==> src/rtl/cache_arbiter_pkg.sv <==
// rtl/cache_arbiter_pkg.sv - shared types and widths for the cache port arbiter
// Purpose: FSM state encoding and the word/byte-enable widths of the Cache port.
// Ports: none (package).
package cache_arbiter_pkg;

    localparam int WORD_WIDTH   = 32;
    localparam int ENABLE_WIDTH = 4;

    typedef enum logic [1:0] {
        IDLE  = 2'd0,
        ISSUE = 2'd1,
        WAIT  = 2'd2,
        DONE  = 2'd3
    } state_e;

endpackage

==> src/rtl/cache_arbiter_if.sv <==
// rtl/cache_arbiter_if.sv - requester and Cache word-port bundle for the arbiter
// Purpose: groups the per-requester valid/done handshake and the Cache word port.
// Ports (signals):
//   req_valid/req_address/req_data_in/req_write_enable : requester -> arbiter, requester i in slice i
//   req_done/req_error/req_data_out/grant                : arbiter -> requesters
//   cache_address/cache_data_in/cache_write_enable       : arbiter -> Cache
//   cache_data_out/cache_data_out_ready/cache_busy       : Cache -> arbiter
// Modports: master = requesters plus Cache side, slave = arbiter.
interface cache_arbiter_if #(
    parameter int NUM_REQ = 2
);
    import cache_arbiter_pkg::*;

    logic [NUM_REQ-1:0]              req_valid;
    logic [NUM_REQ*WORD_WIDTH-1:0]   req_address;
    logic [NUM_REQ*WORD_WIDTH-1:0]   req_data_in;
    logic [NUM_REQ*ENABLE_WIDTH-1:0] req_write_enable;
    logic [NUM_REQ-1:0]              req_done;
    logic [WORD_WIDTH-1:0]           req_data_out;
    logic [NUM_REQ-1:0]              req_error;
    logic [NUM_REQ-1:0]              grant;

    logic [WORD_WIDTH-1:0]           cache_address;
    logic [WORD_WIDTH-1:0]           cache_data_in;
    logic [ENABLE_WIDTH-1:0]         cache_write_enable;
    logic [WORD_WIDTH-1:0]           cache_data_out;
    logic                            cache_data_out_ready;
    logic                            cache_busy;

    modport master (
        output req_valid, req_address, req_data_in, req_write_enable,
        output cache_data_out, cache_data_out_ready, cache_busy,
        input  req_done, req_data_out, req_error, grant,
        input  cache_address, cache_data_in, cache_write_enable
    );

    modport slave (
        input  req_valid, req_address, req_data_in, req_write_enable,
        input  cache_data_out, cache_data_out_ready, cache_busy,
        output req_done, req_data_out, req_error, grant,
        output cache_address, cache_data_in, cache_write_enable
    );

endinterface

==> src/rtl/cache_arbiter_rr_arbiter.sv <==
// rtl/cache_arbiter_rr_arbiter.sv - one-hot requester pick with round-robin pointer
// Purpose: combinational winner selection; round-robin search from rr_pointer
//          or fixed lowest-index priority. Pointer advances past the owner on update.
// Ports:
//   clk, rst     : clock, asynchronous active-high reset
//   req_valid    : per-requester request lines
//   update       : strobe, move pointer to owner_idx+1 (mod NUM_REQ)
//   owner_idx    : index of the requester just served
//   any_valid    : at least one request present
//   pick_idx     : index of the chosen requester
//   pick_onehot  : one-hot of the chosen requester, 0 when none
module rr_arbiter #(
    parameter int NUM_REQ        = 2,
    parameter int FIXED_PRIORITY = 0,
    parameter int PTR_W          = $clog2(NUM_REQ)
) (
    input  logic               clk,
    input  logic               rst,
    input  logic [NUM_REQ-1:0] req_valid,
    input  logic               update,
    input  logic [PTR_W-1:0]   owner_idx,
    output logic               any_valid,
    output logic [PTR_W-1:0]   pick_idx,
    output logic [NUM_REQ-1:0] pick_onehot
);

    logic [PTR_W-1:0] rr_pointer_q, rr_pointer_d;
    logic [PTR_W-1:0] cand_idx;
    int               cand;

    always_comb begin
        rr_pointer_d = rr_pointer_q;
        if (update) begin
            // Explicit wrap: NUM_REQ need not be a power of two.
            if (owner_idx == PTR_W'(NUM_REQ - 1)) begin
                rr_pointer_d = '0;
            end else begin
                rr_pointer_d = owner_idx + 1'b1;
            end
        end
    end

    always_comb begin
        any_valid = 1'b0;
        pick_idx  = '0;
        cand      = 0;
        cand_idx  = '0;
        for (int i = 0; i < NUM_REQ; i++) begin
            if (FIXED_PRIORITY != 0) begin
                cand = i;
            end else begin
                cand = (int'(rr_pointer_q) + i) % NUM_REQ;
            end
            cand_idx = PTR_W'(cand);
            if (!any_valid && req_valid[cand_idx]) begin
                any_valid = 1'b1;
                pick_idx  = cand_idx;
            end
        end
    end

    assign pick_onehot = any_valid ? (NUM_REQ'(1) << pick_idx) : '0;

    always_ff @(posedge clk or posedge rst) begin
        if (rst) begin
            rr_pointer_q <= '0;
        end else begin
            rr_pointer_q <= rr_pointer_d;
        end
    end

endmodule

==> src/rtl/cache_arbiter.sv <==
// rtl/cache_arbiter.sv - shares the Cache word port between NUM_REQ requesters
// Purpose: one cache transaction at a time: IDLE picks a winner, ISSUE holds
//          the latched request stable for one cycle, WAIT completes on
//          busy low (write) or data_out_ready (read) or times out, DONE
//          releases the grant and advances the round-robin pointer.
// Ports:
//   clk  : br_clk_out domain clock
//   rst  : asynchronous active-high reset
//   bus  : cache_arbiter_if.slave (requester handshakes and Cache word port)
module cache_arbiter
    import cache_arbiter_pkg::*;
#(
    parameter int NUM_REQ        = 2,
    parameter int FIXED_PRIORITY = 0,
    parameter int TIMEOUT_CYCLES = 1024
) (
    input  logic           clk,
    input  logic           rst,
    cache_arbiter_if.slave bus
);

    localparam int PTR_W = $clog2(NUM_REQ);
    localparam int CNT_W = (TIMEOUT_CYCLES > 0) ? $clog2(TIMEOUT_CYCLES + 1) : 1;
    localparam logic [CNT_W-1:0] CNT_MAX   = '1;
    localparam logic [CNT_W-1:0] CNT_LIMIT = CNT_W'(TIMEOUT_CYCLES);

    state_e                  state_q, state_d;
    logic [NUM_REQ-1:0]      grant_q, grant_d;
    logic [PTR_W-1:0]        owner_q, owner_d;
    logic [NUM_REQ-1:0]      done_q, done_d;
    logic [NUM_REQ-1:0]      error_q, error_d;
    logic [WORD_WIDTH-1:0]   data_out_q, data_out_d;
    logic [WORD_WIDTH-1:0]   addr_q, addr_d;
    logic [WORD_WIDTH-1:0]   wdata_q, wdata_d;
    logic [ENABLE_WIDTH-1:0] we_q, we_d;
    logic [CNT_W-1:0]        cnt_q, cnt_d, cnt_inc;
    logic                    timeout_hit;
    logic                    complete;

    logic                    arb_any;
    logic [PTR_W-1:0]        arb_idx;
    logic [NUM_REQ-1:0]      arb_onehot;
    logic                    arb_update;

    rr_arbiter #(
        .NUM_REQ        (NUM_REQ),
        .FIXED_PRIORITY (FIXED_PRIORITY),
        .PTR_W          (PTR_W)
    ) u_rr_arbiter (
        .clk         (clk),
        .rst         (rst),
        .req_valid   (bus.req_valid),
        .update      (arb_update),
        .owner_idx   (owner_q),
        .any_valid   (arb_any),
        .pick_idx    (arb_idx),
        .pick_onehot (arb_onehot)
    );

    always_comb begin
        state_d    = state_q;
        grant_d    = grant_q;
        owner_d    = owner_q;
        done_d     = '0;
        error_d    = '0;
        data_out_d = data_out_q;
        addr_d     = addr_q;
        wdata_d    = wdata_q;
        we_d       = we_q;
        cnt_d      = cnt_q;
        arb_update = 1'b0;
        complete   = 1'b0;
        cnt_inc    = (cnt_q == CNT_MAX) ? cnt_q : cnt_q + 1'b1;
        timeout_hit = (TIMEOUT_CYCLES != 0) && (cnt_inc == CNT_LIMIT);

        case (state_q)
            IDLE: begin
                // Busy in IDLE means the cache is filling or evicting.
                if (arb_any && !bus.cache_busy) begin
                    grant_d = arb_onehot;
                    owner_d = arb_idx;
                    addr_d  = bus.req_address[WORD_WIDTH*arb_idx +: WORD_WIDTH];
                    wdata_d = bus.req_data_in[WORD_WIDTH*arb_idx +: WORD_WIDTH];
                    we_d    = bus.req_write_enable[ENABLE_WIDTH*arb_idx +: ENABLE_WIDTH];
                    state_d = ISSUE;
                end
            end
            ISSUE: begin
                cnt_d   = '0;
                state_d = WAIT;
            end
            WAIT: begin
                cnt_d = cnt_inc;
                if (|we_q) begin
                    complete = !bus.cache_busy;
                end else if (bus.cache_data_out_ready) begin
                    complete   = 1'b1;
                    data_out_d = bus.cache_data_out;
                end
                // A genuine completion wins over a timeout in the same cycle.
                if (complete) begin
                    done_d  = grant_q;
                    we_d    = '0;
                    state_d = DONE;
                end else if (timeout_hit) begin
                    done_d  = grant_q;
                    error_d = grant_q;
                    we_d    = '0;
                    state_d = DONE;
                end
            end
            DONE: begin
                grant_d    = '0;
                arb_update = 1'b1;
                state_d    = IDLE;
            end
            default: begin
                state_d = IDLE;
            end
        endcase
    end

    always_ff @(posedge clk or posedge rst) begin
        if (rst) begin
            state_q    <= IDLE;
            grant_q    <= '0;
            owner_q    <= '0;
            done_q     <= '0;
            error_q    <= '0;
            data_out_q <= '0;
            addr_q     <= '0;
            wdata_q    <= '0;
            we_q       <= '0;
            cnt_q      <= '0;
        end else begin
            state_q    <= state_d;
            grant_q    <= grant_d;
            owner_q    <= owner_d;
            done_q     <= done_d;
            error_q    <= error_d;
            data_out_q <= data_out_d;
            addr_q     <= addr_d;
            wdata_q    <= wdata_d;
            we_q       <= we_d;
            cnt_q      <= cnt_d;
        end
    end

    assign bus.grant              = grant_q;
    assign bus.req_done           = done_q;
    assign bus.req_error          = error_q;
    assign bus.req_data_out       = data_out_q;
    assign bus.cache_address      = addr_q;
    assign bus.cache_data_in      = wdata_q;
    assign bus.cache_write_enable = we_q;

endmodule

==> src/flat_wrapper.sv <==
// flat-port wrapper written by rule: the top's interface ports become plain ports
module cache_arbiter_flat import cache_arbiter_pkg::*;
#(
    parameter int NUM_REQ        = 2,
    parameter int FIXED_PRIORITY = 0,
    parameter int TIMEOUT_CYCLES = 1024
)
  (clk, rst, bus_req_valid, bus_req_address, bus_req_data_in, bus_req_write_enable, bus_cache_data_out, bus_cache_data_out_ready, bus_cache_busy, bus_req_done, bus_req_data_out, bus_req_error, bus_grant, bus_cache_address, bus_cache_data_in, bus_cache_write_enable);
  cache_arbiter_if #(.NUM_REQ(NUM_REQ)) bus_i ();
  input  logic clk;
  input  logic rst;
  input wire logic [$bits(bus_i.req_valid)-1:0] bus_req_valid;
  input wire logic [$bits(bus_i.req_address)-1:0] bus_req_address;
  input wire logic [$bits(bus_i.req_data_in)-1:0] bus_req_data_in;
  input wire logic [$bits(bus_i.req_write_enable)-1:0] bus_req_write_enable;
  input wire logic [$bits(bus_i.cache_data_out)-1:0] bus_cache_data_out;
  input wire logic [$bits(bus_i.cache_data_out_ready)-1:0] bus_cache_data_out_ready;
  input wire logic [$bits(bus_i.cache_busy)-1:0] bus_cache_busy;
  output wire logic [$bits(bus_i.req_done)-1:0] bus_req_done;
  output wire logic [$bits(bus_i.req_data_out)-1:0] bus_req_data_out;
  output wire logic [$bits(bus_i.req_error)-1:0] bus_req_error;
  output wire logic [$bits(bus_i.grant)-1:0] bus_grant;
  output wire logic [$bits(bus_i.cache_address)-1:0] bus_cache_address;
  output wire logic [$bits(bus_i.cache_data_in)-1:0] bus_cache_data_in;
  output wire logic [$bits(bus_i.cache_write_enable)-1:0] bus_cache_write_enable;
  assign bus_i.req_valid = bus_req_valid;
  assign bus_i.req_address = bus_req_address;
  assign bus_i.req_data_in = bus_req_data_in;
  assign bus_i.req_write_enable = bus_req_write_enable;
  assign bus_i.cache_data_out = bus_cache_data_out;
  assign bus_i.cache_data_out_ready = bus_cache_data_out_ready;
  assign bus_i.cache_busy = bus_cache_busy;
  assign bus_req_done = bus_i.req_done;
  assign bus_req_data_out = bus_i.req_data_out;
  assign bus_req_error = bus_i.req_error;
  assign bus_grant = bus_i.grant;
  assign bus_cache_address = bus_i.cache_address;
  assign bus_cache_data_in = bus_i.cache_data_in;
  assign bus_cache_write_enable = bus_i.cache_write_enable;
  cache_arbiter #(.NUM_REQ(NUM_REQ), .FIXED_PRIORITY(FIXED_PRIORITY), .TIMEOUT_CYCLES(TIMEOUT_CYCLES)) u_core (.clk(clk), .rst(rst), .bus(bus_i));
endmodule
==> config.mk <==
export PLATFORM = sky130hd
export DESIGN_NAME = cache_arbiter_flat
export DESIGN_NICKNAME = d
export VERILOG_FILES = /design/src/rtl/cache_arbiter_pkg.sv /design/src/rtl/cache_arbiter_if.sv /design/src/rtl/cache_arbiter_rr_arbiter.sv /design/src/rtl/cache_arbiter.sv /design/src/flat_wrapper.sv
export SDC_FILE = /design/constraint.sdc
export NUM_CORES = 1
export LEC_CHECK = 0
export CAP_MARGIN = 20
export CORE_UTILIZATION = 41
export DETAILED_ROUTE_END_ITERATION = 7
export PLACE_DENSITY = 0.92
export SLEW_MARGIN = 20
export SYNTH_ARGS = -nofsm -noshare
export SYNTH_HDL_FRONTEND = slang
export SYNTH_HIERARCHICAL = 1
export SYNTH_SLANG_ARGS = --single-unit
==> constraint.sdc <==
create_clock -name clk -period 4.94 [get_ports clk]
set_clock_uncertainty 0.2 [all_clocks]
set_input_delay 0.988 -clock clk [delete_from_list [all_inputs] [get_ports clk]]
set_output_delay 0.988 -clock clk [all_outputs]
set_load 0.03 [all_outputs]
After elaboration in Yosys (flattened, before gate mapping)
Cells that the tools add are included.

Flip-flop bits (word level): 121. Bits of input ports: 174. Output and inout bits: 106. Logic and storage cells: 73.

Add/sub/neg operators: 3. Order comparisons: 2. Equal/unequal tests: 7. Shifts and indexed selects: 4. Multiplexer cells: 31. Bitwise operators: 1. Reductions and logical operators: 14.

Operators by type and width (number): indexed part select 64 x 7 -> 32 bit (2); equality test 11 bit (second input constant) (2); case mux 11 bit (2 select lines) (1); 2-to-1 mux 2 bit (10); 2-to-1 mux 1 bit (13); 2-to-1 mux 4 bit (3); adder 11 x 1 -> 11 bit (second input constant) (1); 2-to-1 mux 11 bit (1); case mux 2 bit (4 select lines) (1); case mux 4 bit (2 select lines) (1); indexed part select 8 x 4 -> 4 bit (1); AND reduction 2 bit (3); AND reduction 3 bit (2); nonzero test 2 bit (3); equality test 2 bit (second input constant) (2); < comparator 1 x 2 -> 1 bit (second input constant) (2); case mux 2 bit (2 select lines) (1); OR reduction 4 bit (1); != test 3 x 1 -> 1 bit (second input constant) (1); adder 1 bit (second input constant) (2); equality test 2 x 1 -> 1 bit (second input constant) (1); logical AND 1 bit (2); logical NOT 1 bit (2); logical NOT 2 bit (1); 3 further kinds (3).

Depth between registers and ports, before layout
Word-level depth: 10. Depth in mapped cells: 9.

Hierarchy
The synthesis kept the hierarchy.

By module, submodules not included: cache_arbiter (instances 1, cells an instance 505, area each 5519.0 um^2, sequential area each 3002.9 um^2); rr_arbiter (instances 1, cells an instance 9, area each 73.8 um^2, sequential area each 25.0 um^2).

Worst setup path before layout
OpenSTA, ideal clock, no wires.

Path type: input to register. Start: in bus_req_valid[1]. End: reg u_core.wdata_q[10], in the netlist u_core/bus.cache_data_in[10]. Setup time: 0.133 ns. Arrival: 2.353 ns. Required time: 4.607 ns. Setup slack: 2.254 ns. Stages on the path: 6. Cells stage by stage: a21boi_1 > clkbuf_1 > buf_2 > buf_1 > mux2i_1 > o21ai_0.

Cells in the longest elaborated chain, start to end: 8. Elaborated cells on any way between the ends: 13. Those cells by class: 1 x shift; 8 x mux; 4 x reduce/logical.

Ends and longest elaborated chain: from (decl) (line flat_wrapper.sv:12) `input wire logic [$bits(bus_i.req_valid)-1:0] bus_req_valid;`; parallel branches: the longest is 8 deep, another holds indexed part select 64 x 7 -> 32 bit; to (signal assigned) (line cache_arbiter.sv:143) `wdata_q <= wdata_d;`; to (decl) (line cache_arbiter.sv:34) `logic [WORD_WIDTH-1:0] wdata_q, wdata_d;`.

Several ways; the timed one is not identified. The select of a mux whose other input is x is not followed. A chain may end at the register's enable or synchronous reset.

Worst setup path in the final report
Start: in bus_req_valid[0]. End: reg u_core.we_q[3], in the netlist u_core/bus.cache_write_enable[3].

Cells in the longest elaborated chain, start to end: 9. Elaborated cells on any way between the ends: 16. Those cells by class: 1 x eq/ne; 1 x shift; 10 x mux; 4 x reduce/logical.

Ends and longest elaborated chain: 2-to-1 mux 1 bit (implied by the code) (2 in a row) (line cache_arbiter_rr_arbiter.sv:55) `if (!any_valid && req_valid[cand_idx]) begin`; 2-to-1 mux 1 bit (line cache_arbiter_rr_arbiter.sv:55); logical NOT 1 bit (line cache_arbiter_rr_arbiter.sv:55); logical AND 1 bit (line cache_arbiter_rr_arbiter.sv:55); 2-to-1 mux 1 bit (*) (line cache_arbiter_rr_arbiter.sv:55); via u_core.arb_any (line cache_arbiter.sv:40) `logic arb_any;`; logical AND 1 bit (*) (line cache_arbiter.sv:79) `if (arb_any && !bus.cache_busy) begin`; != test 2 x 1 -> 1 bit (no source line) (*); AND reduction 3 bit (no source line) (*); to (signal assigned) (line cache_arbiter.sv:144) `we_q <= we_d;`; to (decl) (line cache_arbiter.sv:35) `logic [ENABLE_WIDTH-1:0] we_q, we_d;`.

The timed path passes the listed nets; every way through them passes the cells marked *. The select of a mux whose other input is x is not followed.

==> summary.txt <==
Outcome
  – Result of the run: finished, final reports clean

Worst setup path
  – Count of cells along the worst register-to-register path: 7
  – Register-to-register setup slack: 2.03 ns
  – Max FO, Critical Path: 118
  – Reg-to-reg critical path endpoint: u_core/state_q[1]
  – Endpoint required time on the critical path: 5.04 ns
  – Type of element capturing the critical path: flop
  – Crit Reg-Reg Startpoint: u_core/cnt_q[1]
  – Worst setup endpoint: u_core/bus.cache_write_enable[3]
  – Source of the critical timing path: bus_req_valid[0]
  – Critical path launch point type: input pin
  – Critical path data arrival time: 3.27 ns
  – Critical path type: in -> reg

Floorplanning
  – Die Outline Area: 14100 um^2
  – Core footprint: 13300 um^2
  – Count of standard-cell rows: 42
  – # IOs: 280
  – Starting utilization of the core area: 42.1%
  – Horizontal die dimension: 119 um
  – Overall die height: 119 um

Pwr
  – Register share of total power: 30.3%
  – Max VDD drop: 347 uV
  – Comb pwr share: 48.5%
  – Clock network fraction of total power: 21.2%
  – Internal Power: 0.00326 W
  – Proportion of total power due to net switching: 40.0%
  – Static leakage: 3.99 nW
  – Net switching power figure: 0.00217 W
  – Ratio of total power to cell area: 597 nW/um^2
  – Total chip power: 0.00543 W

GRT
  – Maximum number of pins on one net before global-route repair: 119
  – M3 GR Usage: 9.03%
  – Busiest metal layer after global routing: met2
  – Number of antenna violations at the first check in global routing: 0
  – Met1 track demand over resource: 24.3%
  – Via count of the first global-routing pass: 4924
  – Overall global routing resource usage: 22.4%
  – Wire length of the first global-routing pass: 24200 um
  – Gr ovfl total: 0
  – Met2 GRT Util: 37.7%

Layout
  – Fraction of final layout cells sized beyond drive strength 1: 10.3%
  – Filler cell count: 1008
  – Number of nets in the final layout: 962
  – Multi-input gate area: 2400 um^2
  – Area taken by flip-flops and latches: 3030 um^2
  – Post-synthesis to final-layout area growth: 62.7%
  – ANT cells: 0

Drt
  – Number of antenna-violating nets in the routed design: 0
  – Routed via count: 4850
  – Post-detailed-route DRC marker count: 0
  – Post-detailed-route via-to-cell ratio: 4.99
  – Average detailed-routed wire length per instance: 15.8 um
  – Total detailed-routing wirelength: 15300 um
  – Iteration-0 DRC Markers: 216
  – Length of the first detailed-routing pass in iterations: 6

Placed design
  – Count of port buffers added during placement: 279
  – Routability congestion estimate: 0.853
  – HPWL after detailed placement: 11400 um

Yosys
  – Post-Syn Nets: 693
  – FF+latch count, synth: 121
  – Share of the yosys chip area belonging to registers: 54.1%
  – Per-instance average area after synthesis: 10.9 um^2
  – Cell Area, Synth: 5590 um^2
  – Cell types with the largest area share after synthesis: sky130_fd_sc_hd__dfrtp_1, sky130_fd_sc_hd__mux2i_1, sky130_fd_sc_hd__o21ai_0, sky130_fd_sc_hd__mux2_2, sky130_fd_sc_hd__nand2_1
  – Ys flop type: sky130_fd_sc_hd__dfrtp_1
  – Synth top cells by count: sky130_fd_sc_hd__dfrtp_1, sky130_fd_sc_hd__nand2_1, sky130_fd_sc_hd__o21ai_0
  – Instance count of the mapped netlist: 514
  – Area share of the largest cell type after synthesis: 54.1%
  – Number of enable-type register cells in the synthesized netlist: 0
  – Count of unique library cells instantiated by Yosys: 46
  – Most used standard cell by instance count after synthesis: sky130_fd_sc_hd__dfrtp_1
  – Warnings from Yosys: 6
  – Cell type contributing the most total cell area after synthesis: sky130_fd_sc_hd__dfrtp_1
  – Share of synthesized flip-flops with an asynchronous set or reset: 100%

Clock tree
  – Maximum clock insertion buffer count: 2
  – Cell chosen for the clock root: sky130_fd_sc_hd__clkbuf_16
  – CTS HTree Levels: 4
  – TritonCTS clock tree: built
  – Hold buffer count at cts: 0
  – Sinks on the clock net: 121
  – Clock insertion delay at the later pin of the skew report: 0.41 ns
  – CTS clock-pin slew for the worst setup and hold paths: 0.05 ns
  – Number of instances resized during post-cts repair: 0
  – Buffers inserted during post-CTS setup optimization: 0
  – Cts bufs inserted: 17

STA
  – Fin. max-slew vios: 0
  – Post-route setup TNS: 0 ns
  – Period minus WS final: 3.17 ns
  – Pin slew with the least headroom to its limit: 1.02 ns
  – Total setup violations reported at the end of the flow: 0
  – Rel. slew slack: 32.1%
  – Final critical-path share of the clock period: 64.1%
  – Total count of hold-check failures in the final report: 0
  – RSZ-0062 raised after global routing: false
  – Highest clock rate: 316 MHz

Job
  – Max-cap violations: 0

Min path
  – Worst hold path class: reg -> reg
placed cells by master, fill, tap and decap left out, types with 2 or more instances in the layout:
cell / count
sky130_fd_sc_hd__clkbuf_1: 2
sky130_fd_sc_hd__o21ai_0: 77
sky130_fd_sc_hd__clkbuf_16: 17
sky130_fd_sc_hd__nor3_1: 5
sky130_fd_sc_hd__nand3_1: 6
sky130_fd_sc_hd__a31o_2: 3
sky130_fd_sc_hd__a21oi_1: 10
sky130_fd_sc_hd__clkbuf_8: 2
sky130_fd_sc_hd__a21boi_1: 2
sky130_fd_sc_hd__and3_1: 4
sky130_fd_sc_hd__nand4_1: 2
sky130_fd_sc_hd__and2_1: 3
sky130_fd_sc_hd__o2111ai_1: 3
sky130_fd_sc_hd__inv_1: 10
sky130_fd_sc_hd__a31oi_1: 5
sky130_fd_sc_hd__nor2_1: 7
sky130_fd_sc_hd__a22o_1: 6
sky130_fd_sc_hd__clkdlybuf4s50_1: 279
sky130_fd_sc_hd__clkinvlp_4: 3
sky130_fd_sc_hd__and4_1: 2
sky130_fd_sc_hd__ha_1: 5
sky130_fd_sc_hd__mux2i_1: 69
sky130_fd_sc_hd__dfrtp_1: 121
sky130_fd_sc_hd__clkinv_4: 3
sky130_fd_sc_hd__nand2_1: 80
sky130_fd_sc_hd__buf_4: 5
sky130_fd_sc_hd__mux2_2: 34
sky130_fd_sc_hd__clkinv_2: 4
logic make-up (layout without fill, tap and decap cells):
group / after synthesis / after routing / share of synthesized area [%]
adder cells (fa/ha/maj): 5 / 5 / 1.12
AND/OR/NAND/NOR: 120 / 120 / 9.55
flip-flops: 121 / 121 / 54.1
AO/OA/AOI/OAI: 116 / 116 / 12.2
multiplexers: 104 / 104 / 19.5
buffers and inverters: 47 / 329 / 3.36
XOR/XNOR: 1 / 1 / 0.157
stage by stage:
stage	cell area, um^2	util, %	setup slack [ns]	cells	hold slack, ns
3_5_place_dp	8540	64.2	1.39	940	0.249
5_1_grt	9100	68.5	1.52	972	0.273
4_1_cts	9100	68.5	1.80	972	0.256
2_1_floorplan	5590	-	0.566	514	0.229
6_report	9100	68.5	1.77	972	0.249
3_3_place_gp	8540	64.2	1.46	940	0.239
power groups by stage:
stage	Clock, W	Combinational (W)	Sequential (W)
floorplan	0	0.000737	0.00240
global placement	0	0.00258	0.00163
detailed placement	0	0.00264	0.00166
CTS	0.00118	0.00265	0.00165
global route	0.00123	0.00280	0.00170
finish	0.00115	0.00263	0.00165
layout make-up:
cell class                 instances  area share, %
clock buffer                      21           5.06
clock inverter                    11           1.09
inverter                          12          0.522
multi-input combinational        346           26.3
sequential                       121           33.3
tap                              176           2.42
timing repair buffer             285           31.3
sequential cells by signal (all words and copies together), names as in the netlist:
signal and flops:
u_core/cnt_q 11, u_core/bus.cache_data_in 32, u_core/owner_q 1, u_core/bus.req_done 2, u_core/bus.cache_address 32, u_core/bus.req_error 2, u_core/state_q 2, u_core/bus.grant 2
u_core/bus.cache_write_enable 4, u_core/bus.req_data_out 32, u_core/u_rr_arbiter/rr_pointer_q 1
worst min-delay path by stage:
stage | startpoint | endpoint | slack, ns | cells after the start
after floorplan | u_core/owner_q | u_core/u_rr_arbiter/rr_pointer_q | 0.23 | 1
after global placement | u_core/owner_q | u_core/u_rr_arbiter/rr_pointer_q | 0.24 | 1
after detailed placement | u_core/owner_q | u_core/u_rr_arbiter/rr_pointer_q | 0.25 | 1
after CTS | u_core/owner_q | u_core/u_rr_arbiter/rr_pointer_q | 0.26 | 1
after global routing | u_core/owner_q | u_core/u_rr_arbiter/rr_pointer_q | 0.27 | 1
final | u_core/owner_q | u_core/u_rr_arbiter/rr_pointer_q | 0.25 | 1
critical path: stages:
cell and delay, ns:
sky130_fd_sc_hd__clkdlybuf4s50_1 0.56, sky130_fd_sc_hd__or2_1 0.15, sky130_fd_sc_hd__nor2b_1 0.30, sky130_fd_sc_hd__nand2_4 0.57, sky130_fd_sc_hd__nand2_1 0.27, sky130_fd_sc_hd__o21ai_0 0.13
sky130_fd_sc_hd__a22o_1 0.23
layer usage:
layer / routed length (um) / vias to the layer above
li1: - / 2355
met4: 541 / 0
met2: 7550 / 225
met3: 1360 / 37
met1: 5860 / 2233
met5: 0 / -
(Power assumes the default switching activity.)
==> edit 1: new RTL, config.mk and constraints unchanged <==
`NUM_REQ` is set to 2 in 4 places; all go to 4.
--- a/src/rtl/cache_arbiter_if.sv
+++ b/src/rtl/cache_arbiter_if.sv
@@ -7,7 +7,7 @@
 //   cache_data_out/cache_data_out_ready/cache_busy       : Cache -> arbiter
 // Modports: master = requesters plus Cache side, slave = arbiter.
 interface cache_arbiter_if #(
-    parameter int NUM_REQ = 2
+    parameter int NUM_REQ = 4
 );
     import cache_arbiter_pkg::*;
 
--- a/src/rtl/cache_arbiter_rr_arbiter.sv
+++ b/src/rtl/cache_arbiter_rr_arbiter.sv
@@ -10,7 +10,7 @@
 //   pick_idx     : index of the chosen requester
 //   pick_onehot  : one-hot of the chosen requester, 0 when none
 module rr_arbiter #(
-    parameter int NUM_REQ        = 2,
+    parameter int NUM_REQ        = 4,
     parameter int FIXED_PRIORITY = 0,
     parameter int PTR_W          = $clog2(NUM_REQ)
 ) (
--- a/src/rtl/cache_arbiter.sv
+++ b/src/rtl/cache_arbiter.sv
@@ -10,7 +10,7 @@
 module cache_arbiter
     import cache_arbiter_pkg::*;
 #(
-    parameter int NUM_REQ        = 2,
+    parameter int NUM_REQ        = 4,
     parameter int FIXED_PRIORITY = 0,
     parameter int TIMEOUT_CYCLES = 1024
 ) (
--- a/src/flat_wrapper.sv
+++ b/src/flat_wrapper.sv
@@ -1,7 +1,7 @@
 // flat-port wrapper written by rule: the top's interface ports become plain ports
 module cache_arbiter_flat import cache_arbiter_pkg::*;
 #(
-    parameter int NUM_REQ        = 2,
+    parameter int NUM_REQ        = 4,
     parameter int FIXED_PRIORITY = 0,
     parameter int TIMEOUT_CYCLES = 1024
 )
Ports: changed (7 resized); port bits go from 280 to 424. The function was not compared with the original's and may differ.
==> edit 1 against the original RTL <==
Setup slack lost 0.31 ns; die area rose by 27%; sequential cell count rose by 8; routed wire length increased by 100%; clock power is 14% higher; final cell count is 33% higher; area after synthesis rose by 28%; design area increased by 34%; first-iteration DRC count rose to 2.7 times the old value; total power grew 25%; maximum frequency shrank 8.9%.
==> edit 1: results <==
set metrics [dict create \
    outcome "finished, final reports clean" \
    antenna_found_initial 16 \
    path_clk_slew_ns 0.06 \
    ir_drop_mv 0.3444 \
    root_buffer "clkbuf_16" \
    cp_data_arrival_time_ns 3.58 \
    wire_per_inst_um 24.02 \
    vias 7216 \
    clk_latency_ns 0.41 \
    portBuffers 423 \
    cts_buffer_depth 2 \
    drtIter0Drc 586 \
    fin_cells 1296 \
    yosysUniqueCellTypes 51 \
    post-cts-setup-buffer-count 0 \
    cts_buffers 17 \
    grt_pass1_vias 7405 \
    hp-class "reg -> reg" \
    synth_area_leaders "dfrtp_1, mux4_2, nand2_1, mux2_2, clkbuf_1" \
    drive_gt1_share_pct 14.30 \
    cp_max_fo 36 \
    ys_seq_area_share_pct 45.15 \
    grt_usage_pct 34.73 \
    firstDrtPassIters 7 \
    synthArstFlopShare_pct 100.0 \
    dp_hpwl_um 24520 \
    grt_first_pass_wirelength_um 44590 \
    final_nets 1368 \
    leakage_uw 0.005096 \
    syn_area_per_cell_sq_um 11.05 \
    synth_nets 965 \
    gp_congestion 0.9499 \
    cts_resized 0 \
    htreeDepth 4 \
    yosys_warnings 6 \
    fillCellCount 1109 \
    relSlewSlack_pct 44.06 \
    grt_max_degree 76 \
    synthTopCellsByCount "nand2_1, dfrtp_1, mux4_2" \
]
==> edit 1: cell types whose count changed after synthesis, moves of 9 or more <==
cell / unedited run / this run
mux2i_1: 69 / 2
o21ai_0: 77 / 16
nand2_1: 81 / 214
a21oi_1: 10 / 21
mux4_2: 0 / 68
nor2_1: 7 / 16
==> edit 1: worst max-delay path: stages <==
cell	delay, ns
clkdlybuf4s50_1	0.57
mux2i_1	0.21
nor2_1	0.09
a311oi_4	0.60
buf_12	0.36
mux4_2	0.55
nand2_1	0.10
nand2_1	0.07
==> edit 1: kinds of logic (layout without fill, tap and decap cells) <==
family	count (synthesis)	count (layout)	share of synthesized area (%)
other	0	13	0
and+or+nand+nor	264	264	15.10
AOI/OAI and AO/OA	82	82	7.893
adders and majority gates	6	6	1.050
muxes	103	103	26.95
DFF	129	129	45.15
buffers and inverters	62	478	3.728
xor gates and xnor gates	1	1	0.1225
==> edit 1: per-layer routing <==
layer | part of all wire [%] | track usage (%) | wire, um | vias to the layer above
met1 | 33 | 38.04 | 10400 | 3496
met4 | 5.2 | 22.47 | 1619 | 4
li1 | - | - | - | 3142
met5 | 0.067 | 0 | 21 | -
met2 | 52 | 59.24 | 16140 | 488
met3 | 9.5 | 9.713 | 2951 | 86
==> edit 1: final timing paths <==
path	from	end	slack (ns)	depth (start not counted)
max	bus_req_valid[0]	u_core/bus.cache_data_in[1]	1.46	8
min	u_core/bus.cache_address[22]	u_core/bus.cache_address[22]	0.27	2
max reg2reg	u_core/u_rr_arbiter/rr_pointer_q[1]	u_core/bus.cache_data_in[1]	1.98	7
min reg2reg	u_core/bus.cache_address[22]	u_core/bus.cache_address[22]	0.27	2
max in group asynchronous	rst	u_core/bus.cache_data_in[17]	2.78	3
min in group asynchronous	rst	u_core/u_rr_arbiter/rr_pointer_q[1]	0.66	2
==> edit 1: cell type report <==
type                       instances  area (sq um)  share of cell area, %
multi-input combinational        456          3690                  30.17
tap                              220         275.3                  2.250
sequential                       129          3228                  26.39
clock inverter                    14         180.2                  1.473
inverter                          14         57.56                 0.4705
clock buffer                      18         429.2                  3.509
antenna                           13         32.53                 0.2660
timing repair buffer             432          4339                  35.47
==> edit 1: through the flow <==
stage                     util (%)  area (sq um)  worst slack (ns)  hold slack [ns]  total power, uW
after floorplan                  -          7149            0.3677           0.2504             3931
after global placement       68.91         11590             1.146           0.2580             5311
after detailed placement     68.91         11590             1.043           0.2611             5434
after CTS                    72.53         12200             1.472           0.2756             6771
after global routing         72.68         12220             1.340           0.2914             7083
final                        72.73         12230             1.462           0.2745             6764
==> edit 1: where the power goes <==
part | internal (uW) | switching, uW | leakage [uW]
Combinational | 1680 | 1990 | 0.00317
Clock | 803 | 504 | 0.000297
Sequential | 1490 | 299 | 0.00163
Total | 3970 | 2790 | 0.00510
==> edit 2: new RTL, same settings <==
Without the edit above. Make the reset (`rst`) synchronous in 2 clocked blocks. Comments in the files are not updated.
--- a/src/rtl/cache_arbiter_rr_arbiter.sv
+++ b/src/rtl/cache_arbiter_rr_arbiter.sv
@@ -61,7 +61,7 @@
 
     assign pick_onehot = any_valid ? (NUM_REQ'(1) << pick_idx) : '0;
 
-    always_ff @(posedge clk or posedge rst) begin
+    always_ff @(posedge clk) begin
         if (rst) begin
             rr_pointer_q <= '0;
         end else begin
--- a/src/rtl/cache_arbiter.sv
+++ b/src/rtl/cache_arbiter.sv
@@ -120,7 +120,7 @@
         endcase
     end
 
-    always_ff @(posedge clk or posedge rst) begin
+    always_ff @(posedge clk) begin
         if (rst) begin
             state_q    <= IDLE;
             grant_q    <= '0;
Check against the original RTL: differs if rst is asserted again (counterexample within 4 cycles, from zero or initial values and one cycle with rst high); with rst held inactive, the same outputs for 4 cycles.
==> edit 2 against the original RTL <==
Area after synthesis decreased by 5.2%; design area decreased by 4.4%; total power decreased by 33%; count of clock-buffer cells in the layout increased by 2; maximum frequency increased by 3.3%; sequential power decreased by 26%; non-clock buffer count decreased by 2; sequential cell count unchanged; routed wire length increased by 5.2%; setup slack improved by 0.10 ns; combinational power decreased by 49%; critical path type unchanged; largest power group unchanged.
==> edit 2: results <==
set metrics [dict create \
    critical_path.slowest_cell "a21boi_4" \
    drtIter0Drc 240 \
    buffers 283 \
    synthArstFlopShare_pct 0 \
    hold_depth 2 \
    ys_seq_area_share_pct 45.68 \
    pre_cts_slack_ns 1.469 \
    grt_max_degree 131 \
    grt_first_pass_wirelength_um 24740 \
    dp_cells 1000 \
    detail_route.vias_per_cell 5.102 \
    vias 5265 \
    synthTopCellsByCount "dfxtp_1, nor2_1, nand2_1" \
    multi_input_gates 415 \
    slowest_delay_ns 0.71 \
    relSlewSlack_pct 35.05 \
    synth_area_leaders "dfxtp_1, mux2i_1, a211oi_1, nor2_1, nand2_1" \
    critical_path.startpoint "bus_req_valid[1]" \
    drive_gt1_share_pct 5.465 \
    cp_max_fo 51 \
    buf_share_pct 32.71 \
    fillCellCount 980 \
    leakage_uw 0.003062 \
    placed_cell_area_sq_mm 0.008178 \
    crit_end "u_core/bus.cache_address[0]" \
    final_util_pct 68.92 \
    sh_seq_area_pct 27.85 \
    grt_usage_pct 24.21 \
    hold_path_end "u_core/bus.req_data_out[31]" \
    wl_um 16110 \
    outcome "finished, final reports clean" \
    syn_area_per_cell_sq_um 8.912 \
    multi_input_area_share_pct 30.61 \
]
[edit 2: metal layers]
layer / up-vias / share of wire (%) / global-route usage (%)
met2: 194 / 52 / 44.03
met4: 0 / 1.9 / 8.034
met1: 2403 / 37 / 24.63
met5: - / 0 / 0
li1: 2644 / - / -
met3: 24 / 9.4 / 10.88
[edit 2: power breakdown]
| group | leakage (uW) | switching [uW] | total (uW) | internal (uW) |
|---|---|---|---|---|
| registers | 0.000989 | 86.9 | 1220 | 1130 |
| logic | 0.00182 | 765 | 1340 | 570 |
| clock network | 0.000256 | 418 | 1080 | 659 |
| total | 0.00306 | 1270 | 3630 | 2360 |
[edit 2: cells by family after synthesis]
logic type / Yosys count / share of synthesized area [%]
AOI/OAI and AO/OA: 147 / 19.56
adders and majority gates: 5 / 1.180
buffers and inverters: 59 / 4.436
DFF: 121 / 45.68
muxes: 70 / 13.21
and+or+nand+nor: 193 / 15.93
